**config.mk**
```make
export PLATFORM = sky130hd
export DESIGN_NAME = tdc_phase_gen
export DESIGN_NICKNAME = d
export VERILOG_FILES = /design/src/rtl/tdc_phase_gen.sv
export SDC_FILE = /design/constraint.sdc
export NUM_CORES = 1
export LEC_CHECK = 0
export BUFFER_PORTS_ARGS = -buffer_cell sky130_fd_sc_hd__clkbuf_2
export CORE_MARGIN = 10
export CORE_UTILIZATION = 55
export CTS_CLUSTER_SIZE = 25
export DETAILED_ROUTE_END_ITERATION = 12
export PLACE_DENSITY = 0.72
export SYNTH_ARGS = -nofsm -noshare
export SYNTH_HDL_FRONTEND = slang
export SYNTH_SLANG_ARGS = --single-unit
```
**constraint.sdc**
```tcl
create_clock -name clk -period 6.7 [get_ports clk]
set_clock_uncertainty 0.2 [all_clocks]
set_input_delay 0.67 -clock clk [delete_from_list [all_inputs] [get_ports clk]]
set_output_delay 0.67 -clock clk [all_outputs]
set_load 0.005 [all_outputs]
```
**src/rtl/tdc_phase_gen.sv**
```systemverilog
// Multi-phase clock-enable generator for the TDC front end.
// N_PHASES square-wave enables share a programmable period P and are staggered
// by a programmable phase step. Outputs stay gated until the synchronised PLL
// lock has been stable for SETTLE_CYC cycles and the per-phase counters have
// been preset. All outputs are registered.
module tdc_phase_gen #(
  parameter int N_PHASES   = 10,
  parameter int DIV_W      = 8,
  parameter int LOCK_SYNC  = 2,
  parameter int SETTLE_CYC = 16
) (
  input  logic                clk,
  input  logic                rst,
  input  logic                pll_locked,
  input  logic                enable,
  input  logic [DIV_W-1:0]    div,
  input  logic [DIV_W-1:0]    step,
  output logic [N_PHASES-1:0] clocks,
  output logic [N_PHASES-1:0] inv_clocks,
  output logic [N_PHASES-1:0] phase_stb,
  output logic                ready,
  output logic                cfg_err
);

  // One extra bit so that P = 2^DIV_W and c + P stay representable.
  localparam int CW = DIV_W + 1;
  localparam int SW = (SETTLE_CYC > 1) ? $clog2(SETTLE_CYC) : 1;
  localparam int LW = $clog2(N_PHASES);

  typedef enum logic [2:0] {IDLE, WAIT, SETTLE, LOAD, RUN} state_t;

  state_t                  state;
  logic [LOCK_SYNC-1:0]    sync_q;
  logic                    lk;
  logic [SW-1:0]           settle_cnt;
  logic [LW-1:0]           ld_idx;
  logic                    run_nxt;
  logic [CW-1:0]           p_r;
  logic [CW-1:0]           s_r;
  logic [CW-1:0]           hi_r;
  logic [CW-1:0]           cnt     [N_PHASES];
  logic [CW-1:0]           cnt_nxt [N_PHASES];

  // Effective period: div of 0 is promoted to 1, so P is at least 2.
  function automatic logic [CW-1:0] eff_period(input logic [DIV_W-1:0] d);
    return (d == '0) ? CW'(2) : CW'(d) + CW'(1);
  endfunction

  // Effective step, clamped to P-1 (which equals the promoted div).
  function automatic logic [CW-1:0] eff_step(input logic [DIV_W-1:0] d,
                                             input logic [DIV_W-1:0] st);
    logic [CW-1:0] pm1;
    pm1 = (d == '0) ? CW'(1) : CW'(d);
    return (CW'(st) > pm1) ? pm1 : CW'(st);
  endfunction

  // True when either the period or the step had to be clamped.
  function automatic logic clamp_err(input logic [DIV_W-1:0] d,
                                     input logic [DIV_W-1:0] st);
    logic [CW-1:0] pm1;
    pm1 = (d == '0) ? CW'(1) : CW'(d);
    return (d == '0) || (CW'(st) > pm1);
  endfunction

  // (c - s) mod p by compare-subtract; c < p and s < p are guaranteed.
  function automatic logic [CW-1:0] back_off(input logic [CW-1:0] c,
                                             input logic [CW-1:0] s,
                                             input logic [CW-1:0] p);
    return (c >= s) ? (c - s) : (c + p - s);
  endfunction

  // Counter advance wrapping P-1 -> 0.
  function automatic logic [CW-1:0] wrap_inc(input logic [CW-1:0] c,
                                             input logic [CW-1:0] p);
    return (c == p - CW'(1)) ? '0 : c + CW'(1);
  endfunction

  assign lk         = sync_q[LOCK_SYNC-1];
  assign inv_clocks = ~clocks;

  // Next cycle is a RUN cycle: stays in RUN, or finishes the last LOAD cycle.
  assign run_nxt = enable && lk &&
                   ((state == RUN) ||
                    ((state == LOAD) && (ld_idx == LW'(N_PHASES - 1))));

  // Lock synchroniser; pll_locked is asynchronous to clk.
  always_ff @(posedge clk or negedge rst) begin
    if (!rst) sync_q <= '0;
    else      sync_q <= {sync_q[LOCK_SYNC-2:0], pll_locked};
  end

  // Sequencing FSM: enable drop wins over lock loss, lock loss restarts at WAIT.
  always_ff @(posedge clk or negedge rst) begin
    if (!rst) begin
      state      <= WAIT;
      settle_cnt <= '0;
      ld_idx     <= '0;
      ready      <= 1'b0;
      cfg_err    <= 1'b0;
    end else begin
      ready <= run_nxt;
      if ((state == LOAD) && (ld_idx == '0)) cfg_err <= clamp_err(div, step);
      if (!enable) begin
        state <= IDLE;
      end else if ((state != IDLE) && !lk) begin
        state <= WAIT;
      end else begin
        case (state)
          IDLE: state <= WAIT;
          WAIT: begin
            state      <= SETTLE;
            settle_cnt <= '0;
          end
          SETTLE: begin
            if (settle_cnt == SW'(SETTLE_CYC - 1)) begin
              state  <= LOAD;
              ld_idx <= '0;
            end else begin
              settle_cnt <= settle_cnt + SW'(1);
            end
          end
          LOAD: begin
            if (ld_idx == LW'(N_PHASES - 1)) state <= RUN;
            else                             ld_idx <= ld_idx + LW'(1);
          end
          RUN:     state <= RUN;
          default: state <= WAIT;
        endcase
      end
    end
  end

  // Configuration snapshot taken on the first LOAD cycle.
  always_ff @(posedge clk) begin
    if ((state == LOAD) && (ld_idx == '0)) begin
      p_r  <= eff_period(div);
      s_r  <= eff_step(div, step);
      hi_r <= (eff_period(div) + CW'(1)) >> 1;
    end
  end

  // Counter next values: wrap in RUN, preset one phase per LOAD cycle.
  // Preset value (P - offs[k]) mod P follows from the previous phase minus s.
  always_comb begin
    for (int k = 0; k < N_PHASES; k++)
      cnt_nxt[k] = (state == RUN) ? wrap_inc(cnt[k], p_r) : cnt[k];
    if (state == LOAD) begin
      if (ld_idx == '0) cnt_nxt[0] = '0;
      for (int k = 1; k < N_PHASES; k++)
        if (ld_idx == LW'(k)) cnt_nxt[k] = back_off(cnt[k-1], s_r, p_r);
    end
  end

  // Per-phase counter registers.
  always_ff @(posedge clk) begin
    for (int k = 0; k < N_PHASES; k++) cnt[k] <= cnt_nxt[k];
  end

  // Registered phase outputs, decoded from the counter value of the next cycle.
  always_ff @(posedge clk or negedge rst) begin
    if (!rst) begin
      clocks    <= '0;
      phase_stb <= '0;
    end else begin
      for (int k = 0; k < N_PHASES; k++) begin
        clocks[k]    <= run_nxt && (cnt_nxt[k] < hi_r);
        phase_stb[k] <= run_nxt && (cnt_nxt[k] == '0);
      end
    end
  end

endmodule

```
==> qor_table.md, run 1 <==
| Quantity | Reported |
|---|---|
| Count of TritonRoute iterations in the first routing pass | 6 |
| Setup TNS | 0 ps |
| Area of the core | 0.0354 sq mm |
| Maximum fanout along the worst path | 10 |
| Initial cell density of the core | 55.5% |
| Maximum clock frequency | 0.180 GHz |
| Area taken by multi-input logic gates | 0.0149 sq mm |
| Data arrival, critical path | 5720 ps |
| Proportion of netlist area held by the largest area contributor | 15.4% |
| Post-synth EDFFs | 25 |
| Top-count cell post-synth | inv_1 |
| Static leakage | 9.34 nW |
| Cell types with the largest area share after synthesis | ha_1 (15%), dfxtp_1 (9.2%), xnor2_1 (8.8%), fa_1 (8.3%), inv_1 (5.3%) |
| Via count of the first global-routing pass | 17.7k |
| Worst reg2reg startpoint | s_r[2] |
| Worst Hold Depth | 1 |
| Fin crit period | 5570 ps |
| Final setup violating endpoints | 0 |
| Pin count of the biggest net entering global routing | 36 |
| Estimated wirelength of the detail-placed design | 51.8 mm |
| I/O pin cnt | 52 |
| Combined global-route utilization of all metal layers | 30.8% |
| Clock insertion delay at the later pin of the skew report | 470 ps |
| Post-DP Area | 0.0205 sq mm |
| MaxCap Viol Count | 0 |
| Total via count after detailed routing | 18.6k |
| Cts bufs inserted | 17 |
| Crit. Startpoint | s_r[2] |
| Synthesized net count | 2741 |
| Endpoint kind of the worst setup timing path | flop |
| Cell Chain, Critical Path | buf_4 > inv_1 > ha_1 > o21a_1 > o31a_1 > o31a_1 > o221ai_1 > and2_1 > a21oi_1 > o22ai_1 > ha_1 > a21o_1 > a21oi_1 > nor2b_1 > a2111oi_0 > nand2_1 > o21a_1 > nor4_1 |
| Gpl congestion | 1.00 |
| Reg-to-reg slack, setup | 1130 ps |
| Result of the run | completed |
| Cell type of the slowest stage on the worst timing path | inv_1 |
| Final standard cell area without fillers | 0.0211 sq mm |
| # nets final | 2791 |
| Max H-tree Level | 4 |
| Min-delay src | pll_locked |
| Worst-case clock buffer depth | 2 |
| Area of the die | 0.0437 sq mm |
| Post-cts repair resize count | 0 |
| Clock sink count | 150 |
| CP peak stage delay | 720 ps |
| IR drop worst, VDD | 0.000204 V |
| Number of DRC markers in iteration 0 | 1748 |
| Final worst-path cycle share | 83.1% |
| Wire length of the first global-routing pass | 105 mm |
| RSZ-0062 raised after global routing | no |
| Placement row count | 69 |
| Fraction of registers with async set or reset after synthesis | 23.3% |
| Filler Cells Inserted | 3171 |
| Fin. max-slew vios | 0 |
| Antenna viol nets, final | 0 |
| Register bit count reported by yosys | 150 |
| Clock tree from TritonCTS | built |
| Cells after Synth | 2399 |
| Distinct cells, synth | 95 |
| Hold-fix buffers, CTS | 0 |
| Pwr dens | 261 mW/mm^2 |
| Clock root cell | clkbuf_16 |
| Die W | 209 microns |
| Postcts setup bufs | 0 |
| Yosys synthesis warning count | 0 |
| Hold Crit Class | primary input to flop |
| Hold violation total from the final report | 0 |
| Post-Syn Area | 0.0196 sq mm |
| Gr ovfl total | 0 |
| Avg Vias per Cell | 6.37 |
| Area added between synthesis and finish | 7.63% |
| Slew at the pin closest to its max-slew limit | 1190 ps |
| Startpoint types | flop |
| Commonest cells in the netlist | inv_1 (279), ha_1 (241), xnor2_1 (198) |
| Synth Flop Type | dfxtp_1 |
| Register area | 0.00343 sq mm |
| Die H | 209 microns |
| Count of input and output buffers | 51 |
| Register clock-pin slew on the reported worst setup and hold paths | 70 ps |
| Initial antenna violation count | 1 |
| Total wire length after detailed routing | 69.0 mm |
| DRC violation count after routing | 0 |
| Ratio of cells with drive above 1 in the final layout | 6.82% |
| Post-synthesis sequential area ratio | 17.5% |
| Reg2Reg Capture Point | clocks[8] |
| Syn avg cell area | 8.18 sq um |
| Critical path type | flop to flop |
| Number of cell instances on the worst register-to-register path | 18 |
| Wire length per cell after detailed routing | 23.6 microns |
| Max-slew headroom at the worst pin | 20.5% |
| Largest area contributor in the netlist | ha_1 |
| Hold WS | 110 ps |
| WHS Endpoint | sync_q[0] |
| Data required time at the worst endpoint | 6860 ps |
## flip-flops by register name, indices dropped and copies added, names as in the netlist, 4 cells and up
name,count
settle_cnt,4
phase_stb,10
ld_idx,4
p_r,9
cnt,90
clocks,10
s_r,8
hi_r,8
## metal layers
metal | GRT usage (%) | part of all wire [%] | wire [microns] | up-vias
met4 | 15.1 | 4.1 | 2860 | 2
met1 | 40.9 | 43 | 29400 | 8834
met5 | 0 | 0.019 | 13 | -
met2 | 45.2 | 42 | 29300 | 948
li1 | - | - | - | 8692
met3 | 8.25 | 11 | 7430 | 144
## final cells by class
class / instances / share of cell area, %
clock inverters: 15 / 0.805
diodes: 2 / 0.0237
repair buffers: 94 / 2.74
flip-flops and latches: 150 / 16.2
inverters: 281 / 4.99
clock buffers: 17 / 2.01
well taps: 461 / 2.73
multi-input cells: 1905 / 70.5
## through the flow
stage	power (mW)	std cells	setup slack, ps	utilization, %
after floorplan	3.62	2399	1630	-
after global placement	4.34	2891	1430	58.0
after detailed placement	4.41	2891	1250	58.0
after CTS	5.45	2923	1210	59.7
after global routing	5.90	2923	749	59.7
final	5.52	2925	1130	59.7
## where the power goes
part | leakage [nW] | switching, mW | internal [mW]
logic | 7.62 | 1.84 | 1.36
clock network | 0.288 | 0.464 | 0.558
registers | 1.43 | 0.254 | 1.04
total | 9.34 | 2.55 | 2.96
## worst max path at each step
stage                           end  cells after the start
after CTS                 clocks[8]                     18
after detailed placement  clocks[8]                     18
final                     clocks[8]                     18
after global placement    clocks[8]                     18
after floorplan           clocks[8]                     18
after global routing      clocks[8]                     18
## critical path, delay by kind of cell, from the launching register on
kind	cells	cell delay, ps
AO/OA/AOI/OAI	10	2390
buffers and inverters	2	970
AND/OR/NAND/NOR	4	790
adder cells (fa/ha/maj)	2	720
flip-flops	1	360
## logic make-up after synthesis
kind of cell	Yosys count	synth area share [%]
multiplexers	41	2.10
XOR/XNOR	264	12.4
AND/OR/NAND/NOR	641	16.7
flip-flops	150	17.5
adder cells (fa/ha/maj)	324	23.7
buffers and inverters	344	6.75
AO/OA/AOI/OAI	635	20.9
## cells in the final DEF, fill, tap and decap left out, drive strengths merged, types with 20 or more instances in the layout
master,netlist,final
a21o,50,50
dfxtp,90,90
a211oi,38,38
xor2,57,57
inv,279,285
clkbuf,42,68
edfxtp,25,25
o22ai,51,51
nand2,111,111
ha,241,241
a21oi,153,153
o21bai,20,20
fa,81,81
nor2b,28,28
dfrtp,34,34
o211ai,28,28
a31oi,21,21
o21ai,138,138
nand4,55,55
buf,21,43
nand3,63,63
nor3,63,63
nor2,179,179
xnor2,201,201
o21a,28,28
mux2i,39,39
No activity file was read; power rests on OpenSTA's default activity.
==> inputs of run 2 (changes only) <==
- clock period: 6.7 -> 5.8 ns (I/O delays scaled with it)
==> qor_table.md, run 2 (synthesis results as in run 1) <==
| Quantity | Reported | Delta |
|---|---|---|
| Result of the run | completed |  |
| Die W | 209 microns | unchanged |
| Cell type of the slowest stage on the worst timing path | or4_4 |  |
| Buffers plus inverters on the worst setup path | 0 | -2 |
| Area of the die | 0.0437 sq mm | unchanged |
| Hold WS | 26.9 ps | -83.6 ps |
| Final worst-path cycle share | 89.7% | +6.7 points |
| Worst-case clock buffer depth | 2 | unchanged |
| Fin crit period | 5210 ps | -362 ps |
| Max H-tree Level | 4 | unchanged |
| Combined global-route utilization of all metal layers | 32.1% | +1.3 points |
| I/O pin cnt | 52 | unchanged |
| Static leakage | 9.42 nW | +0.90% |
| Slew at the pin closest to its max-slew limit | 1210 ps | +20.8 ps |
| Leading registers by flop count | cnt: 90 flops, clocks: 10 flops, phase_stb: 10 flops |  |
| Count of TritonRoute iterations in the first routing pass | 6 | unchanged |
| Max-slew headroom at the worst pin | 19.2% | -1.4 points |
| Avg Vias per Cell | 6.38 | +0.21% |
| Number of cell instances on the worst register-to-register path | 15 | -3 |
| Total via count after detailed routing | 18.8k | +0.76% |
| Via count of the first global-routing pass | 18.3k | +3.2% |
| Cell Chain, Critical Path | or4_4 > nor2_4 > xnor2_1 > or4_1 > nor4_1 > a31o_2 > o22ai_1 > ha_1 > a21o_1 > a21oi_1 > nor2b_1 > a2111oi_0 > nand2_1 > o21a_1 > nor4_1 |  |
| Register clock-pin slew on the reported worst setup and hold paths | 70 ps | about the same |
| IR drop worst, VDD | 0.000332 V | +63% |
| Wire length of the first global-routing pass | 109 mm | +4.0% |
| Maximum clock frequency | 0.192 GHz | +6.9% |
| Maximum fanout along the worst path | 11 | +1 |
| Commonest non-fill, non-tap cell in the layout | inv_1 |  |
| RSZ-0062 raised after global routing | no |  |
| Reg2Reg Capture Point | clocks[8] |  |
| Diodes inserted | 0 | -2 |
| Reg-to-reg slack, setup | 590 ps | -540 ps |
| Wire length per cell after detailed routing | 24.4 microns | +3.4% |
| Hold-fix buffers, CTS | 0 | unchanged |
| Initial cell density of the core | 55.5% | unchanged |
| Hold Crit Class | primary input to asynchronous set/reset pin |  |
| Estimated wirelength of the detail-placed design | 55.6 mm | +7.3% |
| Pin count of the biggest net entering global routing | 59 | +64% |
| Max reg flops | 90 | unchanged |
| Clock sink count | 150 | unchanged |
| Final setup violating endpoints | 0 | unchanged |
| Final standard cell area without fillers | 0.0213 sq mm | +0.56% |
| Worst reg2reg startpoint | p_r[2] |  |
| Total power consumption of the routed design | 6.42 mW | +16% |
| Clock root cell | clkbuf_16 |  |
| Gpl congestion | 1.03 | +2.4% |
| Antenna viol nets, final | 0 | unchanged |
| Startpoint types | flop |  |
| Ratio of cells with drive above 1 in the final layout | 7.50% | +0.68 points |
| CP peak stage delay | 730 ps | about the same |
| Critical path type | flop to flop |  |
| Endpoint kind of the worst setup timing path | flop |  |
| Number of DRC markers in iteration 0 | 1956 | +12% |
| Data arrival, critical path | 5350 ps | -370 ps |
| Setup TNS | 0 ps | unchanged |
| Total wire length after detailed routing | 71.7 mm | +3.9% |
| Top library cells by usage in the layout, fill and taps aside | inv_1 (279), ha_1 (241), xnor2_1 (198) |  |
| Initial antenna violation count | 0 | -1 |
| Area added between synthesis and finish | 8.23% |  |
| Clock insertion delay at the later pin of the skew report | 470 ps | about the same |
| Gr ovfl total | 0 | unchanged |
| Pwr dens | 302 mW/mm^2 | +16% |
| Post-DP Area | 0.0207 sq mm | +0.66% |
| Data required time at the worst endpoint | 5950 ps | -910 ps |
| Clock tree from TritonCTS | built |  |
| Postcts setup bufs | 0 | unchanged |
| Die H | 209 microns | unchanged |
| Cell type with the highest occurrence count on the critical path | nor4_1 |  |
| Hold violation total from the final report | 0 | unchanged |
| DRC violation count after routing | 0 | unchanged |
| MaxCap Viol Count | 0 | unchanged |
| Cts bufs inserted | 17 | unchanged |
| # nets final | 2809 | +0.64% |
| Post-cts repair resize count | 0 | unchanged |
| Placement row count | 69 | unchanged |
| Most flop-heavy register | cnt |  |
| Fin. max-slew vios | 0 | unchanged |
| Count of input and output buffers | 51 | unchanged |
| Area of the core | 0.0354 sq mm | unchanged |
| Cell family with the largest share of critical-path delay | simple AND/OR/NAND/NOR gates |  |
run 2: cell types whose count changed in the layout (fill, tap and decap cells not counted):
cell / change
buf_4: +18
bufinv_16: -1
clkbuf_1: +1
clkbuf_16: +1
clkbuf_8: +1
clkinv_1: -1
clkinv_2: +2
clkinv_4: -2
diode_2: -2
inv_6: +1
inv_8: -2
run 2: area by class of cell:
type	count	area, sq um
multi-input cells	1905	14900
fillers	3237	14100
flip-flops and latches	150	3430
inverters	281	1050
repair buffers	112	713
well taps	461	577
clock buffers	20	468
clock inverters	12	115
run 2: report_power, final:
group | internal, mW | total (mW) | switching [mW]
Combinational | 1.58 | 3.76 | 2.17
Clock | 0.634 | 1.16 | 0.529
Sequential | 1.20 | 1.50 | 0.295
run 2: metrics by stage:
step	utilization (%)	setup WS [ps]	instances
global route	60.0	175	2941
global placement	58.4	823	2909
floorplan	-	732	2399
detailed placement	58.4	712	2909
finish	60.0	595	2941
CTS	60.0	681	2941
run 2: worst max-delay path by stage:
| stage | start | endpoint | slack, ps | cells after the start |
|---|---|---|---|---|
| final | p_r[2] | clocks[8] | 590 | 15 |
| after detailed placement | p_r[2] | clocks[8] | 710 | 15 |
| after floorplan | s_r[1] | clocks[8] | 730 | 18 |
| after CTS | p_r[2] | clocks[8] | 680 | 15 |
| after global routing | p_r[6] | clocks[8] | 170 | 15 |
| after global placement | p_r[2] | clocks[8] | 820 | 15 |
run 2: per-layer routing:
layer | GRT usage (%) | routed length (microns) | up-vias
met5 | 0 | 0 | -
met4 | 16.1 | 3790 | 0
met3 | 6.62 | 7190 | 193
met2 | 48.6 | 30600 | 939
met1 | 42.6 | 30100 | 8917
li1 | - | - | 8713
==> inputs of run 3 (changes only) <==
- PLACE_DENSITY: 0.72 -> 0.79
==> qor_table.md, run 3 (synthesis results as in run 1) <==
| Quantity | Reported | Delta |
|---|---|---|
| Ratio of cells with drive above 1 in the final layout | 7.46% | -0.040 points |
| Register area | 0.00343 sq mm | unchanged |
| Filler Cells Inserted | 3102 | -4.2% |
| Area taken by multi-input logic gates | 0.0149 sq mm | about the same |
| Initial antenna violation count | 2 | +2 |
| Clock sink count | 150 | unchanged |
| Dpl cells | 2903 | -0.21% |
| Endpoint kind of the worst setup timing path | flop |  |
| Register clock-pin slew on the reported worst setup and hold paths | 60 ps | about the same |
| Maximum clock frequency | 0.193 GHz | +0.34% |
| Data arrival, critical path | 5330 ps | -20 ps |
| Max H-tree Level | 4 | unchanged |
| Avg Vias per Cell | 6.50 | +1.9% |
| Cell Chain, Critical Path | buf_4 > inv_1 > ha_1 > nand4_1 > nor2_1 > nor3_1 > and2_1 > a21oi_1 > o22ai_1 > ha_1 > a21o_1 > a21oi_1 > nor2b_1 > a2111oi_0 > nand2_1 > o21a_1 > nor4_1 |  |
| Clock insertion delay at the later pin of the skew report | 470 ps | about the same |
| Static leakage | 9.46 nW | +0.42% |
| Area of the die | 0.0437 sq mm | unchanged |
| Pin count of the biggest net entering global routing | 59 | unchanged |
| Non-filler cells in the finished layout | 2943 | +0.068% |
| Hold Crit Class | primary input to asynchronous set/reset pin |  |
| Final worst-path cycle share | 89.4% | -0.31 points |
| Number of DRC markers in iteration 0 | 2153 | +10% |
| Slew at the pin closest to its max-slew limit | 1210 ps | -0.955 ps |
| Area added between synthesis and finish | 8.69% |  |
| Max-slew headroom at the worst pin | 19.1% | -0.043 points |
| Estimated wirelength of the detail-placed design | 53.6 mm | -3.5% |
| Data required time at the worst endpoint | 5940 ps | about the same |
| Hold violation total from the final report | 0 | unchanged |
| MaxCap Viol Count | 0 | unchanged |
| Top library cells by usage in the layout, fill and taps aside | inv_1 (279), ha_1 (241), xnor2_1 (198) |  |
| DRC violation count after routing | 0 | unchanged |
| # nets final | 2809 | unchanged |
| Total wire length after detailed routing | 70.9 mm | -1.1% |
| Clock root cell | clkbuf_16 |  |
| Fin crit period | 5190 ps | -17.8 ps |
| Die W | 209 microns | unchanged |
| Wire length of the first global-routing pass | 108 mm | -1.3% |
| Via count of the first global-routing pass | 18.4k | +0.34% |
| Critical path type | flop to flop |  |
| Initial cell density of the core | 55.5% | unchanged |
| Maximum fanout along the worst path | 10 | -1 |
| Most flop-heavy register | cnt |  |
| RSZ-0062 raised after global routing | no |  |
| Total via count after detailed routing | 19.1k | +2.0% |
| Count of TritonRoute iterations in the first routing pass | 8 | +2 |
| Final setup violating endpoints | 0 | unchanged |
| CP peak stage delay | 570 ps | -160 ps |
| Leading registers by flop count | cnt: 90 flops, clocks: 10 flops, phase_stb: 10 flops |  |
| Combined global-route utilization of all metal layers | 31.5% | -0.65 points |
| Max reg flops | 90 | unchanged |
| Cell family with the largest share of critical-path delay | simple AND/OR/NAND/NOR gates |  |
| Commonest non-fill, non-tap cell in the layout | inv_1 |  |
| Cts bufs inserted | 17 | unchanged |
| Count of input and output buffers | 51 | unchanged |
| Cell type of the slowest stage on the worst timing path | inv_1 |  |
| Gr ovfl total | 0 | unchanged |
| Setup TNS | 0 ps | unchanged |
| I/O pin cnt | 52 | unchanged |
| Fin. max-slew vios | 0 | unchanged |
| IR drop worst, VDD | 0.000264 V | -21% |
| Clock tree from TritonCTS | built |  |
| Area of the core | 0.0354 sq mm | unchanged |
| Buffers plus inverters on the worst setup path | 2 | +2 |
| Startpoint types | flop |  |
| Gpl congestion | 1.04 | +1.3% |
| Die H | 209 microns | unchanged |
| Result of the run | completed |  |
| Pwr dens | 307 mW/mm^2 | +1.8% |
| Placement row count | 69 | unchanged |
| Antenna viol nets, final | 0 | unchanged |
| Worst-case clock buffer depth | 2 | unchanged |
| Wire length per cell after detailed routing | 24.1 microns | -1.2% |
## run 3: final timing paths
path,slack [ps],cells past startpoint,start,to
max,610,17,s_r[6],clocks[8]
min,20,2,rst,phase_stb[2]
min in group clk,30,1,pll_locked,sync_q[0]
max reg2reg,610,17,s_r[6],clocks[8]
min reg2reg,160,0,sync_q[0],sync_q[1]
max in group asynchronous,4940,2,rst,clocks[8]
## run 3: routing by layer
layer  up-vias  wire length, microns  GRT usage (%)
met3       221                  8170           7.23
met2      1098                 30200           48.0
li1       8728                     -              -
met1      9090                 28900           41.2
met5         -                     0              0
met4         0                  3580           15.2
## run 3: layout make-up
cell class                 count  share of cell area, %
inverter                     281                   4.94
tap                          461                   2.70
multi-input combinational   1905                   69.8
antenna                        2                 0.0235
sequential                   150                   16.1
timing repair buffer         112                   3.34
clock buffer                  28                   2.77
clock inverter                 4                  0.340
## run 3: stage by stage
step | util, % | setup WS [ps] | instance area (sq um) | hold slack [ps] | total power, mW
floorplan | - | 732 | 19600 | 84.4 | 4.18
global route | 60.3 | 204 | 21300 | 33.7 | 6.97
detailed placement | 58.3 | 494 | 20600 | 142 | 5.15
global placement | 58.3 | 654 | 20600 | 151 | 5.06
CTS | 60.2 | 420 | 21300 | 21.3 | 6.45
finish | 60.3 | 612 | 21300 | 17.2 | 6.56
## run 3: power by group
group	switching (mW)	total [mW]	leakage [nW]	internal [mW]
combinational	2.19	3.78	7.71	1.58
sequential	0.299	1.50	1.43	1.21
clock	0.498	1.28	0.323	0.783
## run 3: timing repair
| action | 4_1_cts | 5_1_grt |
|---|---|---|
| setup buffers | 0 | 6 |
| gates resized for setup | 0 | 0 |
| endpoints found under the setup margin | 0 | 1 |
| hold buffers | 0 | 0 |
